===== src/rtl/pipeline_pkg.sv =====
// pipeline_pkg: shared opcodes, fetch FSM states and immediate-instruction decode
package pipeline_pkg;
  localparam logic [4:0] OP_IADD = 5'b01011;
  localparam logic [4:0] OP_LDD  = 5'b10010;
  localparam logic [4:0] OP_STD  = 5'b10011;
  localparam logic [4:0] OP_LDM  = 5'b10100;
  localparam logic [15:0] NOP_INSTR = 16'h0000;
  typedef enum logic [1:0] {BOOT_LO, BOOT_HI, FETCH, IMM} fetch_state_e;
  function automatic logic has_imm(input logic [4:0] op);
    return op inside {OP_LDD, OP_STD, OP_LDM, OP_IADD};
  endfunction
endpackage


===== src/rtl/if_id_reg.sv =====
// if_id_reg: IF/ID pipeline register with hold (freeze) and clear (redirect)
module if_id_reg import pipeline_pkg::*; #(
  parameter int PC_W = 32,
  parameter int INSTR_W = 16
) (
  input  logic               clk,
  input  logic               rst,
  input  logic               hold,
  input  logic               clear,
  input  logic               load,
  input  logic [INSTR_W-1:0] nxt_instr,
  input  logic [INSTR_W-1:0] nxt_imm,
  input  logic [PC_W-1:0]    nxt_pc_next,
  output logic               valid,
  output logic [INSTR_W-1:0] instr,
  output logic [INSTR_W-1:0] imm,
  output logic [PC_W-1:0]    pc_next
);
  // clear wins over hold; an unloaded advance only drops valid
  always_ff @(posedge clk or negedge rst)
    if (!rst) begin
      valid   <= 1'b0;
      instr   <= '0;
      imm     <= '0;
      pc_next <= '0;
    end else if (clear) begin
      valid   <= 1'b0;
      instr   <= INSTR_W'(NOP_INSTR);
      imm     <= '0;
      pc_next <= '0;
    end else if (!hold) begin
      valid <= load;
      if (load) begin
        instr   <= nxt_instr;
        imm     <= nxt_imm;
        pc_next <= nxt_pc_next;
      end
    end
endmodule


===== src/rtl/fetch_stage.sv =====
// fetch_stage: PC/boot FSM, two-word instruction assembly and IF/ID register
module fetch_stage import pipeline_pkg::*; #(
  parameter int PC_W = 32,
  parameter int INSTR_W = 16,
  parameter logic [PC_W-1:0] RESET_VEC_ADDR = '0
) (
  input  logic               clk,
  input  logic               rst,
  output logic [PC_W-1:0]    imem_addr,
  input  logic [INSTR_W-1:0] imem_rdata,
  input  logic               freeze_pc,
  input  logic               redirect_valid,
  input  logic [PC_W-1:0]    redirect_pc,
  output logic               ifid_valid,
  output logic [INSTR_W-1:0] ifid_instr,
  output logic [INSTR_W-1:0] ifid_imm,
  output logic [PC_W-1:0]    ifid_pc_next
);
  fetch_state_e state, next_state;
  logic [PC_W-1:0] pc;
  logic [INSTR_W-1:0] boot_lo, held;
  logic boot, redir, frz, imm_first, load;
  logic [INSTR_W-1:0] nxt_instr, nxt_imm;
  // boot ignores redirect and freeze so the reset vector is always loaded
  always_comb begin
    boot      = state == BOOT_LO || state == BOOT_HI;
    redir     = redirect_valid && !boot;
    frz       = freeze_pc && !boot && !redir;
    imm_first = state == FETCH && has_imm(imem_rdata[INSTR_W-1 -: 5]);
    load      = (state == FETCH && !imm_first) || state == IMM;
    imem_addr = state == BOOT_LO ? RESET_VEC_ADDR :
                state == BOOT_HI ? RESET_VEC_ADDR + 1'b1 : pc;
    nxt_instr = state == IMM ? held : imem_rdata;
    nxt_imm   = state == IMM ? imem_rdata : '0;
  end
  // next-state: redirect forces FETCH, freeze holds, else advance
  always_comb begin
    next_state = state;
    case (state)
      BOOT_LO: next_state = BOOT_HI;
      BOOT_HI: next_state = FETCH;
      FETCH:   next_state = redir ? FETCH : frz ? FETCH : imm_first ? IMM : FETCH;
      IMM:     next_state = redir ? FETCH : frz ? IMM : FETCH;
      default: next_state = BOOT_LO;
    endcase
  end
  // state register
  always_ff @(posedge clk or negedge rst)
    if (!rst) state <= BOOT_LO;
    else      state <= next_state;
  // PC, boot low half and held first word of an immediate instruction
  always_ff @(posedge clk or negedge rst)
    if (!rst) begin
      pc      <= '0;
      boot_lo <= '0;
      held    <= '0;
    end else if (state == BOOT_LO) begin
      boot_lo <= imem_rdata;
    end else if (state == BOOT_HI) begin
      pc <= PC_W'({imem_rdata, boot_lo});
    end else if (redir) begin
      pc   <= redirect_pc;
      held <= '0;
    end else if (!frz) begin
      pc <= pc + 1'b1;
      if (imm_first) held <= imem_rdata;
    end
  if_id_reg #(.PC_W(PC_W), .INSTR_W(INSTR_W)) u_ifid (
    .clk         (clk),
    .rst         (rst),
    .hold        (frz),
    .clear       (redir),
    .load        (load && !boot),
    .nxt_instr   (nxt_instr),
    .nxt_imm     (nxt_imm),
    .nxt_pc_next (pc + 1'b1),
    .valid       (ifid_valid),
    .instr       (ifid_instr),
    .imm         (ifid_imm),
    .pc_next     (ifid_pc_next)
  );
endmodule


===== config.mk =====
export PLATFORM = sky130hd
export DESIGN_NAME = fetch_stage
export DESIGN_NICKNAME = d
export VERILOG_FILES = /design/src/rtl/pipeline_pkg.sv /design/src/rtl/if_id_reg.sv /design/src/rtl/fetch_stage.sv
export SDC_FILE = /design/constraint.sdc
export NUM_CORES = 1
export LEC_CHECK = 0
export CORE_MARGIN = 2
export CORE_UTILIZATION = 51
export CTS_CLUSTER_SIZE = 20
export DETAILED_ROUTE_END_ITERATION = 12
export GPL_TIMING_DRIVEN = 0
export PLACE_DENSITY = 0.8
export SETUP_SLACK_MARGIN = 0.15
export SYNTH_ARGS = -nofsm -noshare
export SYNTH_HDL_FRONTEND = slang
export SYNTH_SLANG_ARGS = --single-unit

===== constraint.sdc =====
create_clock -name clk -period 2.35 [get_ports clk]
set_clock_uncertainty 0.15 [all_clocks]
set_input_delay 0.47 -clock clk [delete_from_list [all_inputs] [get_ports clk]]
set_output_delay 0.47 -clock clk [all_outputs]
set_load 0.02 [all_outputs]

==> qor.txt <==
Status: finished clean
Die Width: 120 microns
First-pass GRT wire length: 35900 microns
Fin. max-slew vios: 0
Worst endpoint required time: 1.73 ns
Met3 Resource Use GR: 10.1%
Distinct cell type count after synthesis: 55
Sequential area share after synthesis: 48.0%
Post-route DRC violation count: 0
Area share of fa/ha/maj cells after synthesis: 0.183%
Initial Util: 52.0%
Crit path launch type: flip-flop
Mapped Nets: 712
CTS tree: yes
Layout area overhead: 37.5%
Worst path cell trace: buf_6 -> buf_6 -> buf_4 -> and2_1 -> buf_2
Root Driver: clkbuf_16
Detailed Routing Iterations Pass 1: 6
Post-synthesis register bit count: 131
Nets: 894
Xor and xnor area share after synthesis: 3.72%
Place WS: -0.787 ns
Drt wl/cell: 22.6 microns
Synth top area share: 48.0%
Worst-Skew Late Latency: 0.42 ns
Die area: 14300 sq um
Final worst slack: 0.190 ns
Input/output buffers: 147
Non-filler cells, final: 1030
Worst path max stage delay: 0.38 ns
Vias per cell: 6.39
EDFF count, synth: 0
Worst hold path type: primary input to flip-flop
Cell taking the most area after synthesis: dfrtp_1
Largest family of logic cells by synthesized area: compound AO/OA/AOI/OAI gates
Tot Pwr: 6.59 mW
Most used flip-flop cell after synthesis: dfrtp_1
Placed instance area: 8550 sq um
Multiplexer share of the synthesized area: 5.11%
Commonest cells in the netlist: 131 x dfrtp_1, 75 x o2bb2ai_1, 48 x a22oi_1, 37 x clkbuf_1
Worst slew pin tran: 0.609 ns
Most numerous cell in the Yosys netlist: dfrtp_1
Final setup vio count: 0
Initial DRC Count: 695
Crit share post-route: 91.9%
Pwr dens: 702 nW/um^2
GRT overflow: 0
Routed Wire Length: 23300 microns
Dpl cells: 983
Min-delay src: imem_rdata[15]
Critical path's slowest cell: dfrtp_1
Peak supply drop: 0.678 mV
Syn Area/Cell: 10.4 sq um
Final core occ: 71.4%
CTS Sinks: 131
CP endpoint kind: output pin
Synthesized area: 6830 sq um
FF-to-FF Start: pc[12]
Diode count: 0
Leakage: 4.00 nW
Buf+Inv Stages, Crit Path: 4
Met1 usage: 45.4%
Post-synthesis compound-gate area fraction: 25.5%
CP top delay family: buffers and inverters
Flip-flop and latch area: 3280 sq um
Max cap viols: 0
Critical path type: flip-flop to output pin
Critical path peak fanout: 10
Worst path most repeated cell: buf_6
Share of post-route cells with drive strength above 1: 20.7%
Final Hold Fails: 0
Multi-input gate area: 3400 sq um
Site row count: 42
Peak Freq: 0.463 GHz
GP Congestion: 0.904
Fin crit period: 2.16 ns
Synth Area in Simple Gates: 13.2%
H-tree depth: 4
Fill cells: 991
Setup crit start: state[1]
Busiest grt layer: met2
Via count: 6579
DRT antenna net count: 0
Total CTS buffers: 17
Yosys warns: 0
Asr flop ratio synth: 100%
Critical Path AT: 1.54 ns
RSZ-0062 raised after global routing: yes
Gate Count Post-Synth: 659
Routing usage on met2: 49.8%
Synth area leaders: dfrtp_1 48%, o2bb2ai_1 9.6%, a22oi_1 5.3%
DP HPWL: 16300 microns
Clock-pin slew on the worst setup and hold paths: 0.06 ns
Core box area: 13100 sq um
Vias in the first global route: 6321
Pin count of the biggest net entering global routing: 69
Chip Height: 120 microns
Finished Cell Area: 9390 sq um
Total global-route track usage: 33.1%
Slew Limit Headroom: 59.4%
IO Pins: 149
Clk buf depth: 2
Initial antenna violation count: 0
[path summary, 6_finish.rpt]
kind,endpoint,slack [ns],cells after the start
worst min-delay path,boot_lo[15],0.24,3
worst max register to register,pc[27],0.20,7
worst max-delay path,imem_addr[18],0.19,5
worst min register to register,u_ifid.instr[3],0.34,1
max in group asynchronous,held[9],0.86,3
min in group asynchronous,u_ifid.pc_next[22],0.45,2
[per-stage QoR]
stage	hold slack, ns	setup TNS (ns)
CTS	0.342	0
floorplan	0.0244	0
global placement	0.324	-636.35
finish	0.242	0
detailed placement	0.326	-71.64
global route	0.225	0
[final cells by class]
class | instances | area share, %
Multi-Input combinational cell | 458 | 36.2
Sequential cell | 131 | 35.0
Timing Repair Buffer | 163 | 15.5
Clock buffer | 21 | 4.91
Buffer | 58 | 3.85
Tap cell | 176 | 2.35
Clock inverter | 11 | 1.61
Inverter | 12 | 0.533
[flip-flops by register name (all words and copies together) (netlist names)]
name / flops
pc: 32
u_ifid.pc_next: 32
boot_lo: 16
held: 16
u_ifid.imm: 16
u_ifid.instr: 16
state: 2
u_ifid.valid: 1
[routing by layer]
layer,share of wire (%),vias to the layer above,wire (microns)
met3,11,64,2530
met5,0,-,0
met2,46,382,10700
met4,3.3,0,761
met1,40,3248,9330
li1,-,2885,-
[logic make-up (layout without fill, tap and decap cells)]
kind of cell / after synthesis / in the layout
fa+ha+maj: 1 / 1
mux: 33 / 33
xor+xnor: 29 / 29
buf+inv: 70 / 265
flops: 131 / 131
simple gates: 165 / 165
compound gates: 230 / 230
[power by group]
group | internal [mW] | switching [mW]
Combinational | 0.530 | 0.745
Sequential | 2.40 | 0.162
Clock | 1.73 | 1.02
Total | 4.66 | 1.93
[layout by cell type, fill, tap and decap left out, drive strengths merged, types with 4 or more instances in the layout]
cell type	netlist	routed
o22ai	14	14
nor3	4	4
xor2	24	24
mux2	15	15
a22oi	48	48
clkbuf	37	57
clkdlybuf4s50	0	109
a21oi	20	20
clkinv	1	7
nand2b	4	4
dfrtp	131	131
and3	6	6
and4	8	8
o2bb2ai	75	75
o221ai	6	6
nor2b	4	4
or3	6	6
xnor2	5	5
nor2	33	33
o21ai	27	27
nor4	6	6
and2	32	32
inv	11	12
mux2i	18	18
nand3	12	12
nand2	33	33
nand4	10	10
buf	21	73
a211oi	17	17
[what timing repair did]
item                       in CTS  in global routing
gates cloned                    0                  1
buffers inserted                7                  6
pin swaps                       8                  5
hold endpoints to repair       63                  0
setup endpoints to repair     152                111
hold buffers                    1                  0
gates resized for setup       191                 71
[tightest hold or removal path: cells and delay by family]
family                 cells  cell delay, ns
buffers and inverters      1            0.17
AND/OR/NAND/NOR            2            0.12
Power figures use the tool's default switching activity.
